## src/rtl/ascon_pkg.sv

```systemverilog
// Shared constants and encodings for the Ascon-Hash256 sequencing controller.
package ascon_pkg;

  // Ascon-Hash256 initial value placed in S_0 before the first permutation.
  localparam logic [63:0] ASCON_HASH_IV = 64'h0000080100cc0002;

  // Rounds per permutation call (p^12).
  localparam int PA_ROUNDS = 12;

  typedef enum logic [2:0] {
    IDLE    = 3'd0,
    LOAD_IV = 3'd1,
    PERM    = 3'd2,
    ABSORB  = 3'd3,
    SQUEEZE = 3'd4
  } ctrl_state_t;

  // Where PERM hands control back to once the last round has run.
  typedef enum logic {
    RET_ABSORB  = 1'b0,
    RET_SQUEEZE = 1'b1
  } ret_state_t;

endpackage

```

## src/rtl/ascon_pad.sv

```systemverilog
// Message word padding: non-last words pass through; the last word keeps
// its first msg_bytes bytes and gets the 0x01 pad byte right after them.
module ascon_pad (
  input  logic [63:0] msg_data,
  input  logic [2:0]  msg_bytes,
  input  logic        msg_last,
  output logic [63:0] pad_word
);

  // Byte mask plus a single pad bit at bit 8*msg_bytes.
  function automatic logic [63:0] pad_last(input logic [63:0] data,
                                           input logic [2:0]  nbytes);
    logic [63:0] w;
    w = '0;
    for (int k = 0; k < 8; k++) begin
      if (k < int'(nbytes)) begin
        w[8*k +: 8] = data[8*k +: 8];
      end
    end
    w[{nbytes, 3'b000}] = 1'b1;
    return w;
  endfunction

  // Select verbatim or padded word.
  always_comb begin
    pad_word = msg_data;
    if (msg_last) begin
      pad_word = pad_last(msg_data, msg_bytes);
    end
  end

endmodule

```

## src/rtl/ascon_hash_ctrl.sv

```systemverilog
// Ascon-Hash256 sequencing controller driving the shared asconp datapath:
// IV load, per-word absorb with padding of the final word, and squeeze of
// DIGEST_WORDS 64-bit digest words, with one p^12 call between phases.
module ascon_hash_ctrl #(
  parameter int DIGEST_WORDS = 4,
  parameter int PA_ROUNDS    = ascon_pkg::PA_ROUNDS
) (
  input  logic        clk,
  input  logic        rst,
  input  logic        start,
  output logic        busy,
  input  logic        msg_valid,
  output logic        msg_ready,
  input  logic [63:0] msg_data,
  input  logic        msg_last,
  input  logic [2:0]  msg_bytes,
  output logic        digest_valid,
  input  logic        digest_ready,
  output logic [63:0] digest_data,
  output logic        done,
  input  logic [63:0] S_0_reg,
  input  logic [63:0] S_1_reg,
  input  logic [63:0] S_2_reg,
  input  logic [63:0] S_3_reg,
  input  logic [63:0] S_4_reg,
  output logic [63:0] S_0_load_val,
  output logic [63:0] S_1_load_val,
  output logic [63:0] S_2_load_val,
  output logic [63:0] S_3_load_val,
  output logic [63:0] S_4_load_val,
  output logic        load_val,
  output logic [3:0]  num_rounds,
  output logic        rounds_enable,
  output logic [3:0]  round_ctr
);

  import ascon_pkg::*;

  localparam int CNT_W = $clog2(DIGEST_WORDS + 1);

  ctrl_state_t      state, state_next;
  ret_state_t       ret, ret_next;
  logic [3:0]       round_ctr_next;
  logic [CNT_W-1:0] word_cnt, word_cnt_next, word_cnt_inc;
  logic [63:0]      pad_word;

  ascon_pad u_pad (
    .msg_data  (msg_data),
    .msg_bytes (msg_bytes),
    .msg_last  (msg_last),
    .pad_word  (pad_word)
  );

  assign num_rounds   = 4'(PA_ROUNDS);
  assign word_cnt_inc = word_cnt + CNT_W'(1);

  // State, return target, round index and squeezed-word count.
  always_ff @(posedge clk) begin
    if (rst) begin
      state     <= IDLE;
      ret       <= RET_ABSORB;
      round_ctr <= '0;
      word_cnt  <= '0;
    end else begin
      state     <= state_next;
      ret       <= ret_next;
      round_ctr <= round_ctr_next;
      word_cnt  <= word_cnt_next;
    end
  end

  // Next-state decode and all handshake / datapath-control outputs.
  always_comb begin
    state_next     = state;
    ret_next       = ret;
    round_ctr_next = round_ctr;
    word_cnt_next  = word_cnt;
    busy           = (state != IDLE);
    msg_ready      = 1'b0;
    digest_valid   = 1'b0;
    digest_data    = '0;
    done           = 1'b0;
    load_val       = 1'b0;
    rounds_enable  = 1'b0;
    S_0_load_val   = S_0_reg;
    S_1_load_val   = S_1_reg;
    S_2_load_val   = S_2_reg;
    S_3_load_val   = S_3_reg;
    S_4_load_val   = S_4_reg;

    case (state)
      IDLE: begin
        if (start) begin
          state_next = LOAD_IV;
        end
      end

      LOAD_IV: begin
        load_val       = 1'b1;
        S_0_load_val   = ASCON_HASH_IV;
        S_1_load_val   = '0;
        S_2_load_val   = '0;
        S_3_load_val   = '0;
        S_4_load_val   = '0;
        word_cnt_next  = '0;
        round_ctr_next = '0;
        ret_next       = RET_ABSORB;
        state_next     = PERM;
      end

      PERM: begin
        rounds_enable = 1'b1;
        if (round_ctr == 4'(PA_ROUNDS - 1)) begin
          round_ctr_next = '0;
          state_next     = (ret == RET_ABSORB) ? ABSORB : SQUEEZE;
        end else begin
          round_ctr_next = round_ctr + 4'd1;
        end
      end

      ABSORB: begin
        msg_ready = 1'b1;
        if (msg_valid) begin
          load_val     = 1'b1;
          S_0_load_val = S_0_reg ^ pad_word;
          ret_next     = msg_last ? RET_SQUEEZE : RET_ABSORB;
          state_next   = PERM;
        end
      end

      SQUEEZE: begin
        digest_valid = 1'b1;
        digest_data  = S_0_reg;
        if (digest_ready) begin
          word_cnt_next = word_cnt_inc;
          if (word_cnt_inc < CNT_W'(DIGEST_WORDS)) begin
            state_next = PERM;
          end else begin
            done       = 1'b1;
            state_next = IDLE;
          end
        end
      end

      default: begin
        state_next = IDLE;
      end
    endcase
  end

endmodule
```

## config.mk

```make
export PLATFORM = sky130hd
export DESIGN_NAME = ascon_hash_ctrl
export DESIGN_NICKNAME = d
export VERILOG_FILES = /design/src/rtl/ascon_pkg.sv /design/src/rtl/ascon_pad.sv /design/src/rtl/ascon_hash_ctrl.sv
export SDC_FILE = /design/constraint.sdc
export NUM_CORES = 1
export LEC_CHECK = 0
export ABC_AREA = 1
export CAP_MARGIN = 15
export CORE_AREA = 10 10 298 300
export CTS_CLUSTER_SIZE = 24
export DETAILED_ROUTE_END_ITERATION = 8
export DIE_AREA = 0 0 308 310
export GPL_ROUTABILITY_DRIVEN = 0
export PLACE_DENSITY = 0.39
export SYNTH_ARGS = -nofsm -noshare
export SYNTH_HDL_FRONTEND = slang
export SYNTH_HIERARCHICAL = 1
export SYNTH_SLANG_ARGS = --single-unit
```

## constraint.sdc

```tcl
create_clock -name clk -period 3.7 [get_ports clk]
set_input_delay 0.37 -clock clk [delete_from_list [all_inputs] [get_ports clk]]
set_output_delay 0.37 -clock clk [all_outputs]
set_load 0.02 [all_outputs]
```

==> run summary, run 1 <==
The tightest min-delay check is of the reg -> reg type. The global-route wire length before repair came out at 77,300 um. Clock-pin slew was measured on the worst setup and hold paths at 0.04 ns. The number of buffers added to fix hold violations after cts came out at 0. Setup repair after global routing left no endpoint under its margin. The critical path endpoint category is a primary output. The final routed DRC violation total came out at 0. Measured in cells, the most critical reg-to-reg path has a length of 8. The number of gates resized after CTS was 0.

The total grt overflow is 0. The time the worst path needs with I/O delays and setup is 3.22 ns. TritonCTS built the clock tree. For flop-to-flop paths, the worst setup slack is 1.76 ns. Of all cell types, the one taking the most synthesized area is sky130_fd_sc_hd__inv_1. The warning count from the yosys run came out at 6. The count of unique library cells instantiated by Yosys came out at 27. The height of the die came out at 310 um.

The count of standard-cell rows is 106. In this run the number of H-tree levels came out at 1. The fraction of layout cells with a size suffix above 1 is 0.0369. The tree is rooted in a sky130_fd_sc_hd__clkbuf_16.

The run finished with clean final reports. The average vias per placed instance came out at 3.06. The origin of the critical flop-to-flop path is state[0]$_SDFFE_PP0P_. Traced cell by cell, the critical path runs through clkdlybuf4s50_1 -> a21oi_1 -> buf_4 -> a21oi_1 -> nand2_1 -> a21boi_0 -> o21ai_1 -> clkdlybuf4s50_1. The average routed wire per standard cell is 19.9 um. In this run the critical register-to-register path is captured at state[0]$_SDFFE_PP0P_. The kind of launch point of the worst setup path is an input port. For this configuration, the core starts out at a cell density of 0.0599. The detailed router's first-iteration violation count is 465. The post-detailed-routing wire length is 59,200 um. The worst setup path is of the in -> out kind. The number of max-slew violations in the final report came out at 0. In this run the static leakage power is 7.39 nW. The total global routing track utilization is 0.114. The reported max-cap violation count came out at 0.

The finished layout holds 2,979 standard cells, fillers aside. The hold-critical path depth is 1. At the pin with the least slew margin, the transition time is 0.686 ns. The number of antenna diodes in the final layout is 0. The net count of the finished layout is 2,295. The top cell type's share of synthesized area is 0.301.

The layout filler cell count came out at 9,598. By area the synthesized netlist is led by sky130_fd_sc_hd__inv_1 (30%), sky130_fd_sc_hd__nand2_1 (26%), sky130_fd_sc_hd__nor2_1 (9.5%). Summed over all failing endpoints, the final setup total negative slack is 0 ns. The number of iterations in the first detailed-routing pass came out at 5.

Entering global routing, the biggest net connects 74 pins. The worst min-delay path startpoint is word_cnt[0]$_SDFFE_PP0P_. The mean instance size in the synthesized netlist is 4.36 um2.

The peak supply drop is 0.000243 V. The clock net sink count came out at 11. The placed cell count is 2,975.

The kind of cell adding the most delay to the critical path is buffers and inverters. During placement, the flow inserted port buffers numbering 786. The total CTS buffers came out at 3. The initial antenna violation count is 19. The die outline width came out at 308 um.

For this run, the register share of the synthesized area comes to 0.0444. Measured against its own limit, the worst slew margin works out to 0.541. The sink of the worst hold path is word_cnt[0]$_SDFFE_PP0P_. The number of endpoints with negative hold slack in the final report came out at 0. The top-level port count came out at 791. The half-perimeter wire length after detailed placement came out at 54,100 um. The clock insertion delay at the later pin of the skew report is 0.24 ns. The slowest library cell on the worst path is sky130_fd_sc_hd__clkdlybuf4s50_1. The die area came out at 0.0955 mm2. The core area is 0.0829 mm2. The total buffers and inverters traversed by the critical path came out at 3. The clock skew came out at 0.00213 ns. The required time of the critical path came out at 3.33 ns.

The via count of the first global-routing pass is 9,494. The total via count in the routed design is 9,128. Of all nets on the critical path, the largest fanout is 7. The netlist area before placement came out at 0.00496 mm2.

The count of mapped cells out of synthesis is 1,139. The maximum cell stage delay along the critical path is 0.67 ns. The arrival time at the worst endpoint came out at 2.85 ns. The layout-stage area growth over the synthesis result is 188%. The synthesized design contains 11 register bits. Derived from the worst setup path, the maximum achievable clock frequency is 311 MHz. The number of buffers on the longest clock path is 2. The number of setup violations in the final report came out at 0. The part of the cycle the worst path needs is 0.870. The post-detailed-route count of antenna-violating nets came out at 0. The ratio of total power to cell area is 496 mW/mm2. Buffers added to address setup during post-CTS repair amount to 0.
==> routing by layer <==
metal / share of wire / wire length [um] / vias to the layer above / global-route usage
li1: - / - / 4662 / -
met1: 0.40 / 23800 / 3898 / 0.133
met2: 0.47 / 27900 / 516 / 0.198
met3: 0.11 / 6730 / 44 / 0.0501
met4: 0.013 / 754 / 8 / 0.0106
met5: 0.00073 / 43 / - / 0
==> how the worst max path moves through the flow <==
stage | start | endpoint | slack [ns] | cells past startpoint
2_1_floorplan | state[0]$_SDFFE_PP0P_ | S_0_load_val[37] | 1.86 | 7
3_3_place_gp | msg_bytes[0] | S_0_load_val[18] | 0.45 | 8
3_5_place_dp | msg_bytes[0] | S_0_load_val[18] | 0.46 | 8
4_1_cts | msg_bytes[0] | S_0_load_val[18] | 0.45 | 8
5_1_grt | msg_bytes[0] | S_0_load_val[18] | 0.26 | 8
6_report | msg_bytes[0] | S_0_load_val[18] | 0.48 | 8
==> where the power goes <==
part | total, W | leakage [nW] | internal, W | switching, W
clock | 0.000196 | 0.0382 | 0.000144 | 0.0000511
combinational | 0.00672 | 7.26 | 0.00292 | 0.00380
sequential | 0.000177 | 0.0895 | 0.000141 | 0.0000357
total | 0.00710 | 7.39 | 0.00321 | 0.00389
==> cell usage after synthesis, drive strengths merged <==
master and instances:
nand2 361, a21boi 7, conb 2, nor3 1, xor2 2, nand3b 1
clkbuf 1, nand3 70, nor2 128, buf 56, inv 400, o211ai 1
a21oi 24, dfxtp 11, o21ai 71, o21bai 1, ha 2
==> cell families (layout without fill, tap and decap cells) <==
logic type / Yosys count / count (layout) / share of synthesized area
buffers and inverters: 457 / 1215 / 0.382
adder cells (fa/ha/maj): 2 / 2 / 0.00504
XOR/XNOR: 2 / 2 / 0.00353
flip-flops: 11 / 11 / 0.0444
AO/OA/AOI/OAI: 104 / 104 / 0.110
other: 2 / 4 / 0.00151
AND/OR/NAND/NOR: 561 / 561 / 0.454
==> cells in the final DEF (no fill, tap or decap), types with 2 or more instances in the layout <==
cell	netlist	final
sky130_fd_sc_hd__clkdlybuf4s50_1	0	765
sky130_fd_sc_hd__dfxtp_1	11	11
sky130_fd_sc_hd__inv_2	2	2
sky130_fd_sc_hd__a21oi_1	24	24
sky130_fd_sc_hd__buf_4	27	24
sky130_fd_sc_hd__conb_1	2	4
sky130_fd_sc_hd__inv_1	398	398
sky130_fd_sc_hd__nor2_4	2	2
sky130_fd_sc_hd__o21ai_1	55	55
sky130_fd_sc_hd__clkbuf_16	0	3
sky130_fd_sc_hd__nand2_1	349	348
sky130_fd_sc_hd__nand3_1	69	68
sky130_fd_sc_hd__a21boi_0	7	7
sky130_fd_sc_hd__nand2_2	12	12
sky130_fd_sc_hd__nor2_1	125	125
sky130_fd_sc_hd__o21ai_0	15	15
sky130_fd_sc_hd__buf_12	0	22
sky130_fd_sc_hd__xor2_1	2	2
sky130_fd_sc_hd__ha_1	2	2
==> per-stage QoR <==
| stage | worst slack [ns] | utilization | power, W | instance area (um2) | hold WS, ns |
|---|---|---|---|---|---|
| after floorplan | 1.86 | - | 0.00329 | 4970 | 0.428 |
| after global placement | 0.451 | 0.172 | 0.00709 | 14200 | 0.450 |
| after detailed placement | 0.465 | 0.172 | 0.00705 | 14200 | 0.450 |
| after CTS | 0.449 | 0.173 | 0.00727 | 14300 | 0.460 |
| after global routing | 0.260 | 0.173 | 0.00766 | 14300 | 0.491 |
| final | 0.483 | 0.173 | 0.00710 | 14300 | 0.457 |
==> final cells by class <==
class | count | area (um2) | area share
clock buffers | 4 | 78.8 | 0.00551
inverters | 400 | 1500 | 0.105
multi-input cells | 673 | 2880 | 0.201
flip-flops and latches | 11 | 220 | 0.0154
well taps | 1080 | 1350 | 0.0945
repair buffers | 811 | 8280 | 0.579
==> flip-flops by register name (all words and copies together), names as in the netlist <==
signal,cells
ret,1
round_ctr,4
state,3
word_cnt,3
No activity file was read; power rests on OpenSTA's default activity.
==> inputs of run 2 (changes only) <==
CTS_CLUSTER_DIAMETER = 200   (was default)
REMOVE_ABC_BUFFERS = 1   (was default)
==> run summary, run 2 (synthesis results as in run 1) <==
Setup violations remaining at the end of the flow were counted as 0. The startpoint identified for the worst register-to-register timing path is state[2]$_SDFFE_PP0P_. The number of flip-flops in the largest register came out at 4. Of the cells placed in the final design, the portion with a size suffix greater than 1 is 0.0259. Entering global routing, the biggest net connects 76 pins.

The number of iterations in the first detailed-routing pass is 4. In this run the number of H-tree levels came out at 1. The detailed router's first-iteration violation count is 367. The number of max-slew violations in the final report is 0. Once detailed placement completed, the half-perimeter wirelength came to 50,000 um. The total CTS buffers is 3. For the worst setup path, the data arrival time is 2.74 ns. The clock insertion delay at the later pin of the skew report came out at 0.24 ns.

The total global routing track utilization is 0.106. The worst-case IR drop observed on VDD is 0.000205 V. The height of the die is 310 um. The worst setup path is launched from an input port. The most common cell after layout, fill and taps aside is sky130_fd_sc_hd__clkdlybuf4s50_1. The endpoint identified for the worst register-to-register timing path is round_ctr[2]$_SDFFE_PP0P_. Ranked by flip-flop count, first place goes to round_ctr.

The die outline width came out at 308 um. The kind of cell adding the most delay to the critical path is buffers and inverters. The largest driver fanout on the critical path is 8. The initial antenna violation count came to 9. Setup slack closes at 0.589 ns. The post-CTS setup-driven buffer insertion count is 0. After clock tree synthesis, the repair step resized 0 gates. Clock-pin slew was measured on the worst setup and hold paths at 0.04 ns. The part of the total power dissipated in sequential elements is 0.025.

In the final layout, the registers with the most flip-flops are round_ctr (4), state (3), word_cnt (3). The clock net sink count is 11. The kind of critical path is in -> out. The placement-stage worst setup slack came out at 0.463 ns.

The time the worst path needs with I/O delays and setup is 3.11 ns. The number of endpoints with negative hold slack in the final report is 0. The count of buffers inserted at the top-level ports came out at 786. The reported max-cap violation count is 0. Timing would allow up to 321 MHz. STA classifies the critical path endpoint as a primary output. The slew at the pin closest to its max-slew limit is 0.588 ns. For this design, the CTS-stage hold fixing added 0 buffers.

The initial core utilization came out at 0.0599. Including well taps, the total number of placed cells is 2,966. The total buffers and inverters traversed by the critical path is 3.

Walking the worst path, the cells encountered are clkdlybuf4s50_1 -> inv_1 -> o21ai_2 -> nor2_1 -> nand2_1 -> nand3_1 -> o21ai_0 -> clkdlybuf4s50_1. The via count of the first global-routing pass was 9,432. Internal power comes to 0.00308 W. The required time of the critical path is 3.33 ns. The total number of nets in the final design came out at 2,286.

On the final layout, the worst clock skew is 0.00200 ns. The layout-stage area growth over the synthesis result came out at 185%. The total grt overflow came out at 0.

The critical path depth came out at 8. The ratio of total power to cell area is 487 mW/mm2. The largest individual stage delay along the critical path comes from the cell sky130_fd_sc_hd__clkdlybuf4s50_1.

The combinational share of power came out at 0.946. The run finished with clean final reports. The count of standard-cell rows is 106. CTS placed an instance of sky130_fd_sc_hd__clkbuf_16 at the clock tree root. The path class of the lowest-slack min-delay path is reg -> reg. The total via count in the routed design came out at 8,919. The final routed DRC violation total came out at 0.

The routed design has 54,900 um of wire. In this run the worst setup path begins at msg_last. The die area came out at 0.0955 mm2. The slack of the worst reg-to-reg path is 1.93 ns. The maximum cell stage delay along the critical path came out at 0.72 ns.

The global-route wire length before repair is 73,700 um. The worst-case reg-to-reg path depth is 7. The average vias per placed instance is 3.00.

The share of power burned in the clock network came out at 0.029. Headroom to the max-slew limit came out at 0.607. The finished layout holds 2,975 standard cells, fillers aside. The most numerous cell on the critical path is sky130_fd_sc_hd__clkdlybuf4s50_1. The switching power total is 0.00381 W. The core area came out at 0.0829 mm2. Setup repair after global routing left no endpoint under its margin. 791 I/O pins were placed. The average routed wire per standard cell is 18.5 um. Dividing the final minimum period by the clock period gives 0.841.

For this design the static power due to leakage is 7.28 nW. The overall power after layout came out at 0.00689 W. The TritonCTS clock tree is done. The library cells used most frequently in the layout, excluding fill and tap cells, are sky130_fd_sc_hd__clkdlybuf4s50_1 (778), sky130_fd_sc_hd__inv_1 (398), sky130_fd_sc_hd__nand2_1 (348), sky130_fd_sc_hd__nor2_1 (125), sky130_fd_sc_hd__nand3_1 (68). The number of buffers on the longest clock path is 2. The post-detailed-route count of antenna-violating nets is 0.

The switching share of power came out at 0.553. The critical path endpoint is S_0_load_val[49].
[run 2: cell types whose count changed in the layout (fill, tap and decap cells not counted)]
cell	previous run	this run
sky130_fd_sc_hd__clkdlybuf4s50_1	765	778
sky130_fd_sc_hd__nand2_4	1	0
sky130_fd_sc_hd__clkinv_2	0	1
sky130_fd_sc_hd__diode_2	0	5
sky130_fd_sc_hd__buf_12	22	12
sky130_fd_sc_hd__clkbuf_1	1	0
sky130_fd_sc_hd__buf_4	24	12
sky130_fd_sc_hd__nand2_2	12	13
[run 2: worst reg2reg max path, stage by stage (launching register included)]
cell and delay (ns):
sky130_fd_sc_hd__dfxtp_1 0.36, sky130_fd_sc_hd__inv_2 0.14, sky130_fd_sc_hd__nand3_4 0.35, sky130_fd_sc_hd__buf_4 0.33
sky130_fd_sc_hd__nand2_1 0.13, sky130_fd_sc_hd__inv_1 0.10, sky130_fd_sc_hd__o21ai_0 0.18, sky130_fd_sc_hd__nor3_1 0.07
[run 2: routing by layer]
layer,track usage,part of all wire,routed length [um]
met1,0.123,0.40,22000
met2,0.188,0.49,26700
met3,0.0423,0.11,5980
met4,0.00745,0.0040,220
met5,0,0.00075,41
[run 2: metrics by stage]
stage               area, um2  hold slack [ns]  setup TNS [ns]   util
floorplan                4580            0.428        -1178.12      -
global placement        14100            0.453               0  0.170
detailed placement      14100            0.452               0  0.170
CTS                     14100            0.461               0  0.171
global route            14100            0.505               0  0.171
finish                  14200            0.460               0  0.171
[run 2: area by class of cell]
class	instances	area [um2]
well taps	1080	1350
repair buffers	802	8120
flip-flops and latches	11	220
fillers	9631	68700
multi-input cells	673	2870
clock buffers	3	75.1
clock inverters	1	5.00
diodes	5	12.5
inverters	400	1500
[run 2: worst min path at each step]
stage | startpoint | endpoint | slack, ns | depth (start not counted)
3_5_place_dp | word_cnt[0]$_SDFFE_PP0P_ | word_cnt[0]$_SDFFE_PP0P_ | 0.45 | 1
2_1_floorplan | word_cnt[0]$_SDFFE_PP0P_ | word_cnt[0]$_SDFFE_PP0P_ | 0.43 | 1
4_1_cts | word_cnt[0]$_SDFFE_PP0P_ | word_cnt[0]$_SDFFE_PP0P_ | 0.46 | 1
5_1_grt | word_cnt[0]$_SDFFE_PP0P_ | word_cnt[0]$_SDFFE_PP0P_ | 0.50 | 1
6_report | word_cnt[0]$_SDFFE_PP0P_ | word_cnt[0]$_SDFFE_PP0P_ | 0.46 | 1
3_3_place_gp | word_cnt[0]$_SDFFE_PP0P_ | word_cnt[0]$_SDFFE_PP0P_ | 0.45 | 1
[run 2: power by group through the flow]
| stage | combinational [W] | clock (W) | sequential [W] |
|---|---|---|---|
| 6_report | 0.00651 | 0.000202 | 0.000172 |
| 4_1_cts | 0.00670 | 0.000209 | 0.000172 |
| 2_1_floorplan | 0.00243 | 0 | 0.000172 |
| 3_3_place_gp | 0.00671 | 0 | 0.000175 |
| 5_1_grt | 0.00705 | 0.000214 | 0.000179 |
| 3_5_place_dp | 0.00666 | 0 | 0.000174 |
==> inputs of run 3 (changes only) <==
CORE_AREA = 10 10 301 303   (was 10 10 298 300)
DIE_AREA = 0 0 311 313   (was 0 0 308 310)
clock period = 2.96 ns   (was 3.7 ns; I/O delays follow)
==> run summary, run 3 (synthesis results as in run 1) <==
The run finished with clean final reports. The number of endpoints with negative hold slack in the final report is 0. The startpoint identified for the worst register-to-register timing path is state[0]$_SDFFE_PP0P_.

The total global routing track utilization is 0.110. The die area came out at 0.0973 mm2. The worst-case reg-to-reg path depth is 7. The average vias per placed instance came out at 2.96. The number of placed instances, taps included, is 3,050.

At the end of the flow the core is filled with cells to 0.170. The startpoint identified for the worst hold timing path is word_cnt[0]$_SDFFE_PP0P_. The count of buffers inserted at the top-level ports came out at 786. The post-detailed-route count of antenna-violating nets came out at 0.

Once placement finished, the instance area stood at 0.0143 mm2. The layout-stage area growth over the synthesis result is 191%. The clock skew came out at 0.000563 ns. The smallest hold slack is 0.463 ns. The part of the cycle the worst path needs is 0.941.

The register with the most flip-flops in the layout has 4 of them. The slew at the pin closest to its max-slew limit came out at 0.512 ns. The final routed DRC violation total is 0. The largest driver fanout on the critical path is 53.

In this run the static leakage power is 7.42 nW. The largest net degree at the start of global routing is 69. The arrival time at the worst endpoint came out at 2.49 ns. The worst register-to-register path ends at state[1]$_SDFFE_PP0P_. TritonCTS built the clock tree. The number of buffers added to fix hold violations after cts came out at 0. The worst setup path is launched from a register. The post-CTS setup-driven buffer insertion count is 0. For hold timing, the worst endpoint is word_cnt[0]$_SDFFE_PP0P_. The average routed wire per standard cell came out at 18.7 um. The top-level port count is 791. The worst path needs 2.78 ns of the cycle, external delays included. The worst register-to-register path has a setup slack of 1.14 ns. The global-route wire length before repair came out at 77,200 um. In the final layout, the registers with the most flip-flops are round_ctr (4), state (3), word_cnt (3). Setup repair after global routing left no endpoint under its margin. The achievable clock frequency came out at 359 MHz. Clock latency on the worst-skew pair, taken at its later pin, is 0.24 ns. The floorplan step set the die width to 311 um. The via count of the first global-routing pass came out at 9,388.

Clock-pin slew was measured on the worst setup and hold paths at 0.04 ns. The library cell used most frequently in the layout, excluding fill and tap cells, is sky130_fd_sc_hd__clkdlybuf4s50_1. The total overflow left after global routing is 0. The number of clock buffers added by TritonCTS is 3.

The setup path with the least slack is of type reg -> out. The final design instance area without fill came out at 0.0144 mm2. The initial antenna violation count came out at 18.

The required time of the critical path came out at 2.66 ns. The total via count in the routed design came out at 9,053. The ratio of total power to cell area came out at 615 mW/mm2. The reported max-cap violation count came out at 0. The core area came out at 0.0846 mm2. No sink is reached through more buffers than the 2 on the longest clock path. The fraction of layout cells with a size suffix above 1 came out at 0.0414. The die is 313 um tall. The peak supply drop is 0.000288 V. The register ranked first by flip-flop count is round_ctr. The floorplan has 107 rows.

The final cell count without fillers is 3,055. The worst setup path is captured at a primary output. Leaving out fill and tap cells, the most frequent cells in the layout are sky130_fd_sc_hd__clkdlybuf4s50_1 (767), sky130_fd_sc_hd__inv_1 (398), sky130_fd_sc_hd__nand2_1 (348), sky130_fd_sc_hd__nor2_1 (125), sky130_fd_sc_hd__nand3_1 (68).

The total number of nets in the final design is 2,306. The hold-critical path depth is 1. The headroom to the max-slew limit is 0.658.

The clock net sink count came out at 11. The H-tree depth came out at 1. The root buffer cell chosen for the clock tree is sky130_fd_sc_hd__clkbuf_16. The number of iterations in the first detailed-routing pass is 6. The count of instances resized after the clock tree is built is 0. The worst hold path belongs to the class reg -> reg. The initial core utilization came out at 0.0586.

The post-detailed-routing wire length came out at 57,200 um. The first routing iteration left 437 violations. The number of max-slew violations in the final report came out at 0.

Setup violations remaining at the end of the flow were counted as 0. The half-perimeter wire length after detailed placement came out at 52,400 um.
==> run 3: cell types whose count changed in the layout (fill, tap and decap cells not counted), sizes merged <==
cell	before	now
buf	24	55
clkdlybuf4s50	778	767
diode	5	1
clkbuf	3	4
clkinv	1	0
==> run 3: critical path: stages (launching register included) <==
cell and delay (ns):
sky130_fd_sc_hd__dfxtp_1 0.48, sky130_fd_sc_hd__nand2_2 0.11, sky130_fd_sc_hd__nor2_4 0.14, sky130_fd_sc_hd__nand2_2 0.09, sky130_fd_sc_hd__inv_2 0.09, sky130_fd_sc_hd__buf_12 0.24, sky130_fd_sc_hd__nand2_1 0.11, sky130_fd_sc_hd__o21ai_0 0.24
sky130_fd_sc_hd__clkdlybuf4s50_1 0.67
==> run 3: metal layers <==
| layer | routed length (um) | global-route usage |
|---|---|---|
| met1 | 23300 | 0.127 |
| met2 | 27600 | 0.193 |
| met3 | 5950 | 0.0465 |
| met4 | 337 | 0.00656 |
| met5 | 63 | 0 |
==> run 3: per-stage QoR <==
stage	total power, W	worst slack (ns)	TNS [ns]
floorplan	0.00286	-5.10	-1397.83
global placement	0.00888	0.227	0
detailed placement	0.00882	0.200	0
CTS	0.00912	0.133	0
global route	0.00958	0.0100	0
finish	0.00887	0.175	0
==> run 3: worst max-delay path by stage <==
stage                                     start                to  slack, ns  cells past startpoint
final                     state[0]$_SDFFE_PP0P_  S_0_load_val[42]       0.18                      8
after global routing               msg_bytes[2]   S_0_load_val[7]       0.01                      9
after CTS                 state[0]$_SDFFE_PP0P_  S_0_load_val[42]       0.13                      8
after detailed placement           msg_bytes[2]   S_0_load_val[6]       0.20                      9
after global placement             msg_bytes[2]   S_0_load_val[4]       0.23                      9
after floorplan           state[2]$_SDFFE_PP0P_          load_val      -5.10                      3
==> run 3: area by class of cell <==
type | count | area, um2
antenna | 1 | 2.50
clock buffer | 4 | 78.8
fill | 9873 | 70200
inverter | 400 | 1500
multi-input combinational | 673 | 2870
sequential | 11 | 220
tap | 1144 | 1430
timing repair buffer | 822 | 8310
==> run 3: where the power goes <==
group          internal, W  leakage, nW  switching, W
Clock             0.000182       0.0382     0.0000755
Sequential        0.000176       0.0895     0.0000401
Combinational      0.00369         7.29       0.00471
